--- src/rtl/stack_seq_pkg.sv ---
// Shared types and constants for the stack operation sequencer.
// Purpose:
//   - seq_state_t : the nine sequencer states.
//   - seq_op_t    : which operation the sequencer is currently running.
//   - DEFAULT_INT_VECTOR : PC loaded on hardware-interrupt entry.
//   - Stack word order: the HI half of a PC is pushed first, so the LO half
//     comes off the stack first when popping.
package stack_seq_pkg;

  localparam logic [31:0] DEFAULT_INT_VECTOR = 32'h0000_0020;

  typedef enum logic [3:0] {
    IDLE,
    PUSH_HI,
    PUSH_LO,
    PUSH_FLG,
    POP_FLG,
    POP_LO,
    POP_HI,
    POP_WAIT,
    LOAD
  } seq_state_t;

  typedef enum logic [2:0] {
    OP_NONE,
    OP_CALL,
    OP_RET,
    OP_RTI,
    OP_INT
  } seq_op_t;

  // HI goes onto the stack first, so LO is the first word popped back.
  localparam seq_state_t FIRST_PUSH_STATE = PUSH_HI;
  localparam seq_state_t FIRST_POP_STATE  = POP_LO;

endpackage

--- src/rtl/stack_op_sequencer.sv ---
// Multi-cycle controller sitting beside the execute stage.
// Sequences CALL, RET, RTI and hardware-interrupt entry as push/pop micro-ops
// to the memory stage, stalls fetch/decode while busy, redirects the PC at the
// end of every sequence and restores the flags on RTI. It also owns the
// pending-interrupt latch.
// Ports:
//   clk_i, reset_i          clock and synchronous active-high reset
//   call_req_i, ret_req_i,
//   rti_req_i               instruction requests from execute (RTI > RET > CALL)
//   interrupt_i             external interrupt pulse, latched until taken
//   call_target_i           CALL destination, sign-extended to PC width
//   pc_plus_one_i           return address pushed by CALL
//   pc_i                    resume address pushed by interrupt entry
//   flag_register_i         flags pushed by interrupt entry
//   mem_data_in_i           popped word, valid the cycle after mem_pop_o
//   mem_push_o, push_data_o push request and the word to push
//   mem_pop_o               pop request
//   pc_load_o, pc_load_value_o          PC redirect
//   flag_restore_o, flag_restore_value_o flag reload on RTI
//   stall_o, busy_o         sequencer not idle
//   flush_o                 squash younger instructions (LOAD cycle)
//   int_ack_o               interrupt entry complete (LOAD cycle)
module stack_op_sequencer
  import stack_seq_pkg::*;
#(
  parameter int unsigned       PC_W       = 32,
  parameter int unsigned       DATA_W     = 16,
  parameter int unsigned       FLAG_W     = 3,
  parameter logic [PC_W-1:0]   INT_VECTOR = DEFAULT_INT_VECTOR
) (
  input  logic              clk_i,
  input  logic              reset_i,
  input  logic              call_req_i,
  input  logic              ret_req_i,
  input  logic              rti_req_i,
  input  logic              interrupt_i,
  input  logic [DATA_W-1:0] call_target_i,
  input  logic [PC_W-1:0]   pc_plus_one_i,
  input  logic [PC_W-1:0]   pc_i,
  input  logic [FLAG_W-1:0] flag_register_i,
  input  logic [DATA_W-1:0] mem_data_in_i,
  output logic              mem_push_o,
  output logic              mem_pop_o,
  output logic [DATA_W-1:0] push_data_o,
  output logic              pc_load_o,
  output logic [PC_W-1:0]   pc_load_value_o,
  output logic              flag_restore_o,
  output logic [FLAG_W-1:0] flag_restore_value_o,
  output logic              stall_o,
  output logic              flush_o,
  output logic              int_ack_o,
  output logic              busy_o
);

  seq_state_t        state_q, state_d;
  seq_op_t           op_q, op_d;
  logic              int_pending_q, int_pending_d;
  logic [PC_W-1:0]   pc_saved_q, pc_saved_d;
  logic [FLAG_W-1:0] flags_saved_q, flags_saved_d;
  logic [PC_W-1:0]   target_q, target_d;
  logic [DATA_W-1:0] pop_lo_q, pop_lo_d;
  logic [DATA_W-1:0] pop_hi_q, pop_hi_d;
  logic [FLAG_W-1:0] pop_flags_q, pop_flags_d;

  // State and saved-register update. Reset drops straight back to IDLE, which
  // abandons any sequence in flight before it can load the PC or flags.
  always_ff @(posedge clk_i) begin
    if (reset_i) begin
      state_q       <= IDLE;
      op_q          <= OP_NONE;
      int_pending_q <= 1'b0;
      pc_saved_q    <= '0;
      flags_saved_q <= '0;
      target_q      <= '0;
      pop_lo_q      <= '0;
      pop_hi_q      <= '0;
      pop_flags_q   <= '0;
    end else begin
      state_q       <= state_d;
      op_q          <= op_d;
      int_pending_q <= int_pending_d;
      pc_saved_q    <= pc_saved_d;
      flags_saved_q <= flags_saved_d;
      target_q      <= target_d;
      pop_lo_q      <= pop_lo_d;
      pop_hi_q      <= pop_hi_d;
      pop_flags_q   <= pop_flags_d;
    end
  end

  // Next-state logic and outputs. Outputs depend only on state and saved
  // registers, never directly on the request inputs. Popped words are
  // captured one state after the pop that produced them, since memory returns
  // data a cycle late. An interrupt seen in the same cycle that a pending one
  // is accepted keeps the latch set so it is not lost.
  always_comb begin
    state_d       = state_q;
    op_d          = op_q;
    int_pending_d = int_pending_q | interrupt_i;
    pc_saved_d    = pc_saved_q;
    flags_saved_d = flags_saved_q;
    target_d      = target_q;
    pop_lo_d      = pop_lo_q;
    pop_hi_d      = pop_hi_q;
    pop_flags_d   = pop_flags_q;

    mem_push_o           = 1'b0;
    mem_pop_o            = 1'b0;
    push_data_o          = '0;
    pc_load_o            = 1'b0;
    pc_load_value_o      = '0;
    flag_restore_o       = 1'b0;
    flag_restore_value_o = '0;
    flush_o              = 1'b0;
    int_ack_o            = 1'b0;
    busy_o               = (state_q != IDLE);
    stall_o              = (state_q != IDLE);

    case (state_q)
      IDLE: begin
        if (rti_req_i || ret_req_i || call_req_i || int_pending_q) begin
          flags_saved_d = flag_register_i;
          target_d      = PC_W'($signed(call_target_i));
        end
        if (rti_req_i) begin
          op_d    = OP_RTI;
          state_d = POP_FLG;
        end else if (ret_req_i) begin
          op_d    = OP_RET;
          state_d = FIRST_POP_STATE;
        end else if (call_req_i) begin
          op_d       = OP_CALL;
          pc_saved_d = pc_plus_one_i;
          state_d    = FIRST_PUSH_STATE;
        end else if (int_pending_q) begin
          op_d          = OP_INT;
          pc_saved_d    = pc_i;
          int_pending_d = interrupt_i;
          state_d       = FIRST_PUSH_STATE;
        end
      end
      PUSH_HI: begin
        mem_push_o  = 1'b1;
        push_data_o = pc_saved_q[PC_W-1 -: DATA_W];
        state_d     = PUSH_LO;
      end
      PUSH_LO: begin
        mem_push_o  = 1'b1;
        push_data_o = pc_saved_q[DATA_W-1:0];
        state_d     = (op_q == OP_INT) ? PUSH_FLG : LOAD;
      end
      PUSH_FLG: begin
        mem_push_o  = 1'b1;
        push_data_o = DATA_W'(flags_saved_q);
        state_d     = LOAD;
      end
      POP_FLG: begin
        mem_pop_o = 1'b1;
        state_d   = FIRST_POP_STATE;
      end
      POP_LO: begin
        mem_pop_o = 1'b1;
        if (op_q == OP_RTI) begin
          pop_flags_d = mem_data_in_i[FLAG_W-1:0];
        end
        state_d = POP_HI;
      end
      POP_HI: begin
        mem_pop_o = 1'b1;
        pop_lo_d  = mem_data_in_i;
        state_d   = POP_WAIT;
      end
      POP_WAIT: begin
        pop_hi_d = mem_data_in_i;
        state_d  = LOAD;
      end
      LOAD: begin
        pc_load_o = 1'b1;
        flush_o   = 1'b1;
        state_d   = IDLE;
        case (op_q)
          OP_CALL: pc_load_value_o = target_q;
          OP_INT: begin
            pc_load_value_o = INT_VECTOR;
            int_ack_o       = 1'b1;
          end
          OP_RTI: begin
            pc_load_value_o      = PC_W'({pop_hi_q, pop_lo_q});
            flag_restore_o       = 1'b1;
            flag_restore_value_o = pop_flags_q;
          end
          default: pc_load_value_o = PC_W'({pop_hi_q, pop_lo_q});
        endcase
      end
      default: state_d = IDLE;
    endcase
  end

endmodule
--- config.mk ---
export PLATFORM = sky130hd
export DESIGN_NAME = stack_op_sequencer
export DESIGN_NICKNAME = d
export VERILOG_FILES = /design/src/rtl/stack_seq_pkg.sv /design/src/rtl/stack_op_sequencer.sv
export SDC_FILE = /design/constraint.sdc
export NUM_CORES = 1
export LEC_CHECK = 0
export CORE_MARGIN = 4
export CORE_UTILIZATION = 40
export CTS_CLUSTER_SIZE = 16
export DETAILED_ROUTE_END_ITERATION = 7
export DONT_BUFFER_PORTS = 1
export PLACE_DENSITY = 0.61
export RECOVER_POWER = 100
export SYNTH_ARGS = -nofsm -noshare
export SYNTH_HDL_FRONTEND = slang
export SYNTH_SLANG_ARGS = --single-unit
--- constraint.sdc ---
create_clock -name clk_i -period 3.2 [get_ports clk_i]
set_input_delay 0.64 -clock clk_i [delete_from_list [all_inputs] [get_ports clk_i]]
set_output_delay 0.64 -clock clk_i [all_outputs]
set_load 0.02 [all_outputs]
==> impl_metrics.ini, run 1 <==
[run_status]
status = finished clean

[floorplanning]
die_w_um = 114
core_mm2 = 0.0110
dieArea_mm2 = 0.0131
rows = 38
ios = 164
die_height_um = 114
initial_core_util_pct = 41.3

[run]
maxCapViolCount = 0

[detailed_routing]
wl_met1_mm = 5.29
wl_met2_mm = 6.38
vias = 4042
drc_errors = 0
drt_iter0_markers = 239
wl_per_cell_um = 18.9
first_pass_iters = 4
routed_via_density = 5.94
wl_mm = 12.9
wl_met3_mm = 1.13
highest_layer = met4
ant_nets = 0

[placement]
dp_hpwl_mm = 9.07
gp_congestion = 0.808
numPortBuffers = 0
placed_cells = 665

[finish]
final_cell_mix = dfxtp_1, nand2_1, a21oi_1, o21ai_0, mux2i_1
seqCellArea_mm2 = 0.00188
drive_gt1_share_pct = 9.80
final_common_cell = dfxtp_1
nets = 641
multi_input_area_mm2 = 0.00239
area_growth_pct = 10.2
nFillCells = 1113
final_cells = 681
num_antenna_cells = 0

[grt]
antenna_found_initial = 0
grt-ovfl-total = 0
grt_pass1_vias = 3858
grt_pass1_wl_mm = 20.3
grt_use_total_pct = 19.4
grt_max_degree = 95

[clock_tree]
numCtsBuffers = 9
h-tree-depth = 3
cts_buffer_depth = 2
clk_latency_ns = 0.34
cts_hold_buf = 0
cts.sinks = 94
clk_pin_slew_worst_paths_ns = 0.07
cts_tree = built
cts_root_buf = clkbuf_16

[sta]
finalMaxSlewViolations = 0
hold_viol = 0
fin_crit_sh_pct = 92.9
rsz0062_at_grt = false
tns_ns = 0
skew_ns = 0.00636
max-slew-margin-rel_pct = 38.7
fmax_ghz = 0.336
worstMarginPinSlew_ns = 0.911
setup_viol = 0
fin_crit_ns = 2.97

[hold_path]
min_path_type = in2reg

[worst_setup_path]
worst_setup_path_start_kind = flop
worst-setup-path-type = reg2out
rrSetupSlack_ns = 0.52
crit_arrival_ns = 2.33
critPathMaxFanout = 17
crit_required_ns = 2.56
cp-end-kind = output port

[synth]
synth_area_per_cell_um2 = 8.21
yosys_warnings = 0
yosysUniqueCellTypes = 40
synth_ff_type = dfxtp_1
synth_area_mm2 = 0.00453
synth_seq_cells = 94
syn_inst = 552
ys_top_cells_by_area = dfxtp_1, mux2i_1, nand2_1
synthArstFlopShare_pct = 0
synth_area_leader_cell = dfxtp_1
yosysSeqAreaShare_pct = 41.5
synth_edf_count = 0
yosysTopAreaCellShare_pct = 41.5
synthesis.nets = 657

[power_and_ir_drop]
ir_drop_mv = 0.413
powerDensity_mw_per_mm2 = 611
power_mw = 3.05
power_leakage_nw = 1.71
## registers in the layout, indices dropped and copies added, names as in the netlist
register       cells
state_q            4
pop_hi_q          16
pop_lo_q          16
int_pending_q      1
target_q          16
flags_saved_q      3
pc_saved_q        32
op_q               3
pop_flags_q        3
## power by group
part,total [mW],switching [mW],internal (mW),leakage (nW)
sequential,1.38,0.0871,1.29,0.765
combinational,0.653,0.444,0.209,0.810
clock,1.02,0.447,0.572,0.139
total,3.05,0.978,2.07,1.71
## worst max-delay path, cell delays in order, from the launching register on
cell and delay (ns):
dfxtp_1 0.44, or4b_1 0.60, or4_4 0.62, o21ai_0 0.14
buf_4 0.18
## through the flow
step / cell area, µm² / util (%) / hold WS [ns] / setup slack, ns
floorplan: 4530 / - / 0.437 / 0.713
global placement: 4730 / 43.1 / 0.435 / 0.557
detailed placement: 4730 / 43.1 / 0.442 / 0.437
CTS: 5020 / 45.7 / 0.350 / 0.0557
global route: 4990 / 45.5 / 0.339 / 0.0804
finish: 4990 / 45.5 / 0.372 / 0.228
## kinds of logic (layout without fill, tap and decap cells)
| kind of cell | Yosys count | in the layout | synth area share [%] |
|---|---|---|---|
| compound gates | 200 | 200 | 27.8 |
| simple gates | 155 | 155 | 16.7 |
| flops | 94 | 94 | 41.5 |
| xor+xnor | 1 | 1 | 0.193 |
| buf+inv | 67 | 56 | 6.08 |
| mux | 35 | 35 | 7.73 |
## metal layers
metal | up-vias | track usage [%]
met1 | 1895 | 24.2
li1 | 1986 | -
met5 | - | 0
met4 | 0 | 4.99
met2 | 153 | 32.0
met3 | 8 | 7.03
## path summary, 6_finish.rpt
| kind | from | to | cells past startpoint |
|---|---|---|---|
| worst max-delay path | state_q[0] | pc_load_value_o[22] | 4 |
| worst min-delay path | reset_i | pop_hi_q[2] | 1 |
| worst max register to register | state_q[2] | pc_saved_q[10] | 6 |
| worst min register to register | pop_hi_q[13] | pop_hi_q[13] | 2 |
## what timing repair did
| item | 4_1_cts | 5_1_grt |
|---|---|---|
| buffers inserted | 0 | 0 |
| endpoints found under the setup margin | 0 | 17 |
| resized for setup | 0 | 1 |
## cell usage after synthesis, types with 2 or more instances
master and n:
a31oi_1 33, or4_1 2, nand2_1 88, buf_4 2, inv_1 6, a32o_1 14, nor3b_1 3, nor4b_2 2
a211oi_1 34, nor3_1 3, and2_1 4, mux2i_1 35, a22oi_1 3, a22o_1 13, clkbuf_1 47, buf_1 4
nor4bb_1 2, o21ai_1 3, a21oi_1 59, o21ai_0 39, dfxtp_1 94, nor2_1 8, nor4_1 4, buf_2 7
nand3_1 19, nand2b_1 10
## final cells by class
type,instances,share of cell area [%]
repair buffers,34,4.76
inverters,6,0.451
multi-input cells,391,47.8
clock inverters,4,0.602
clock buffers,12,5.14
well taps,140,3.51
flip-flops and latches,94,37.7
Power figures use the tool's default switching activity.
==> run 2: changes to the inputs <==
- CORE_UTILIZATION: 40 -> 30
- CTS_BUF_LIST: unset -> sky130_fd_sc_hd__clkbuf_4
- PLACE_DENSITY: 0.61 -> 0.51
==> run 2 against run 1 <==
  * Clock-buffer cell count down 2
  * Maximum frequency fell by 0.83%
  * Cell count increased by 6.3%
  * Sequential power hardly changed
  * Clock skew up 0.0055 ns
  * First-iteration DRC count up 22%
  * Wire length increased by 7.2%
  * Worst setup slack worse by 0.025 ns
  * Critical path depth is the same
  * Sequential share of layout area is 1.0 points higher
  * Global-route usage is 3.7 points lower
==> impl_metrics.ini, run 2 (synthesis gave the netlist of run 1 again) <==
[detailed_routing]
drt_iter0_markers = 291
wl_per_cell_um = 19.1
drc_errors = 0
vias = 4065
routed_via_density = 5.61
wl_mm = 13.8
first_pass_iters = 4
ant_nets = 0

[worst_setup_path]
critPathMaxStageDelay_ns = 0.60
cp-end-kind = output port
crit_family = simple AND/OR/NAND/NOR gates
worst-setup-path-type = reg2out
slowest_stage = or4_4
crit_arrival_ns = 2.36
worst_setup_path_start_kind = flop
cp_num_buf_inv = 1
crit_required_ns = 2.56
critPathMaxFanout = 17
crit_path_cell_trace = or4b_4 -> or4_4 -> o21ai_0 -> clkbuf_1
cp-startpoint = state_q[1]
timing.rr.start = state_q[2]

[floorplanning]
rows = 44
core_mm2 = 0.0146
dieArea_mm2 = 0.0171
die_height_um = 131
ios = 164
die_w_um = 131
initial_core_util_pct = 30.9

[sta]
setup_viol = 0
rsz0062_at_grt = false
max-slew-margin-rel_pct = 22.8
finalMaxSlewViolations = 0
worstMarginPinSlew_ns = 1.16
fmax_ghz = 0.334
skew_ns = 0.0119
fin_crit_sh_pct = 93.7
fin_crit_ns = 3.00
hold_viol = 0
tns_ns = 0

[finish]
nets = 640
largest_reg_flops = 32
final_cell_mix = dfxtp_1, nand2_1, a21oi_1, o21ai_0, mux2i_1
drive_gt1_share_pct = 8.70
design_area_mm2 = 0.00486
final_cells = 724
num_antenna_cells = 0
area_growth_pct = 7.29
nFillCells = 1608
regMostFlops = pc_saved_q
final_common_cell = dfxtp_1

[placement]
placed_cells = 708
numPortBuffers = 0
placed_area_mm2 = 0.00479
gp_congestion = 0.797
dp_hpwl_mm = 9.59

[hold_path]
hold_start = reset_i
min_path_type = in2reg

[clock_tree]
numCtsBuffers = 9
clk_pin_slew_worst_paths_ns = 0.16
cts.sinks = 94
cts_tree = built
cts_root_buf = clkbuf_4
clk_latency_ns = 0.47
h-tree-depth = 3
cts_setup_buffers = 0
cts_buffer_depth = 2

[power_and_ir_drop]
power_leakage_nw = 1.60
ir_drop_mv = 0.219
powerDensity_mw_per_mm2 = 549

[grt]
grt_pass1_vias = 3796
grt_pass1_wl_mm = 21.0
grt_max_degree = 95
antenna_found_initial = 0
grt-ovfl-total = 0
grt_use_total_pct = 15.7

[run_status]
status = finished clean

[run]
maxCapViolCount = 0
-- run 2: cell count changes in the layout (fill, tap and decap cells not counted), moves of 2 or more --
| cell | delta |
|---|---|
| buf_4 | -10 |
| clkbuf_1 | +5 |
| clkbuf_16 | -9 |
| clkbuf_2 | +2 |
| clkbuf_4 | +10 |
| clkbuf_8 | -2 |
-- run 2: per-layer routing --
metal	routed length [µm]	vias up	global-route usage (%)
met5	0	-	0
met4	177	0	4.96
met3	1030	16	4.43
met2	6510	146	24.6
met1	6110	1919	21.1
li1	-	1984	-
-- run 2: area by class of cell --
class | count | area [µm²] | area share [%]
Inverter | 6 | 26.3 | 0.541
Sequential cell | 94 | 1880 | 38.7
Clock buffer | 10 | 75.1 | 1.54
Timing Repair Buffer | 33 | 215 | 4.43
Tap cell | 184 | 230 | 4.74
Multi-Input combinational cell | 391 | 2390 | 49.1
Clock inverter | 6 | 46.3 | 0.952
-- run 2: final timing paths --
kind / end / slack (ns) / cells after the start
setup / recovery: pc_load_value_o[26] / 0.20 / 4
setup reg to reg: pc_saved_q[11] / 0.59 / 5
hold / removal: pop_hi_q[0] / 0.21 / 1
hold reg to reg: pop_hi_q[6] / 0.46 / 2
-- run 2: metrics by stage --
stage               hold WS, ns  utilization (%)  setup slack [ns]  power [mW]
floorplan                 0.437                -             0.713        1.93
global placement          0.437             32.7             0.661        2.06
detailed placement        0.441             32.7             0.603        2.08
CTS                       0.172             33.5            0.0337        2.70
global route              0.163             33.2            0.0642        2.83
finish                    0.212             33.2             0.203        2.67
-- run 2: power by group --
| part | internal (mW) | switching [mW] |
|---|---|---|
| logic | 0.212 | 0.453 |
| clock network | 0.175 | 0.454 |
| registers | 1.29 | 0.0842 |
-- run 2: timing repair --
action	in CTS	in global routing
resized for setup	0	2
endpoints found under the setup margin	0	17
hold buffers	0	0
hold endpoints to repair	0	0
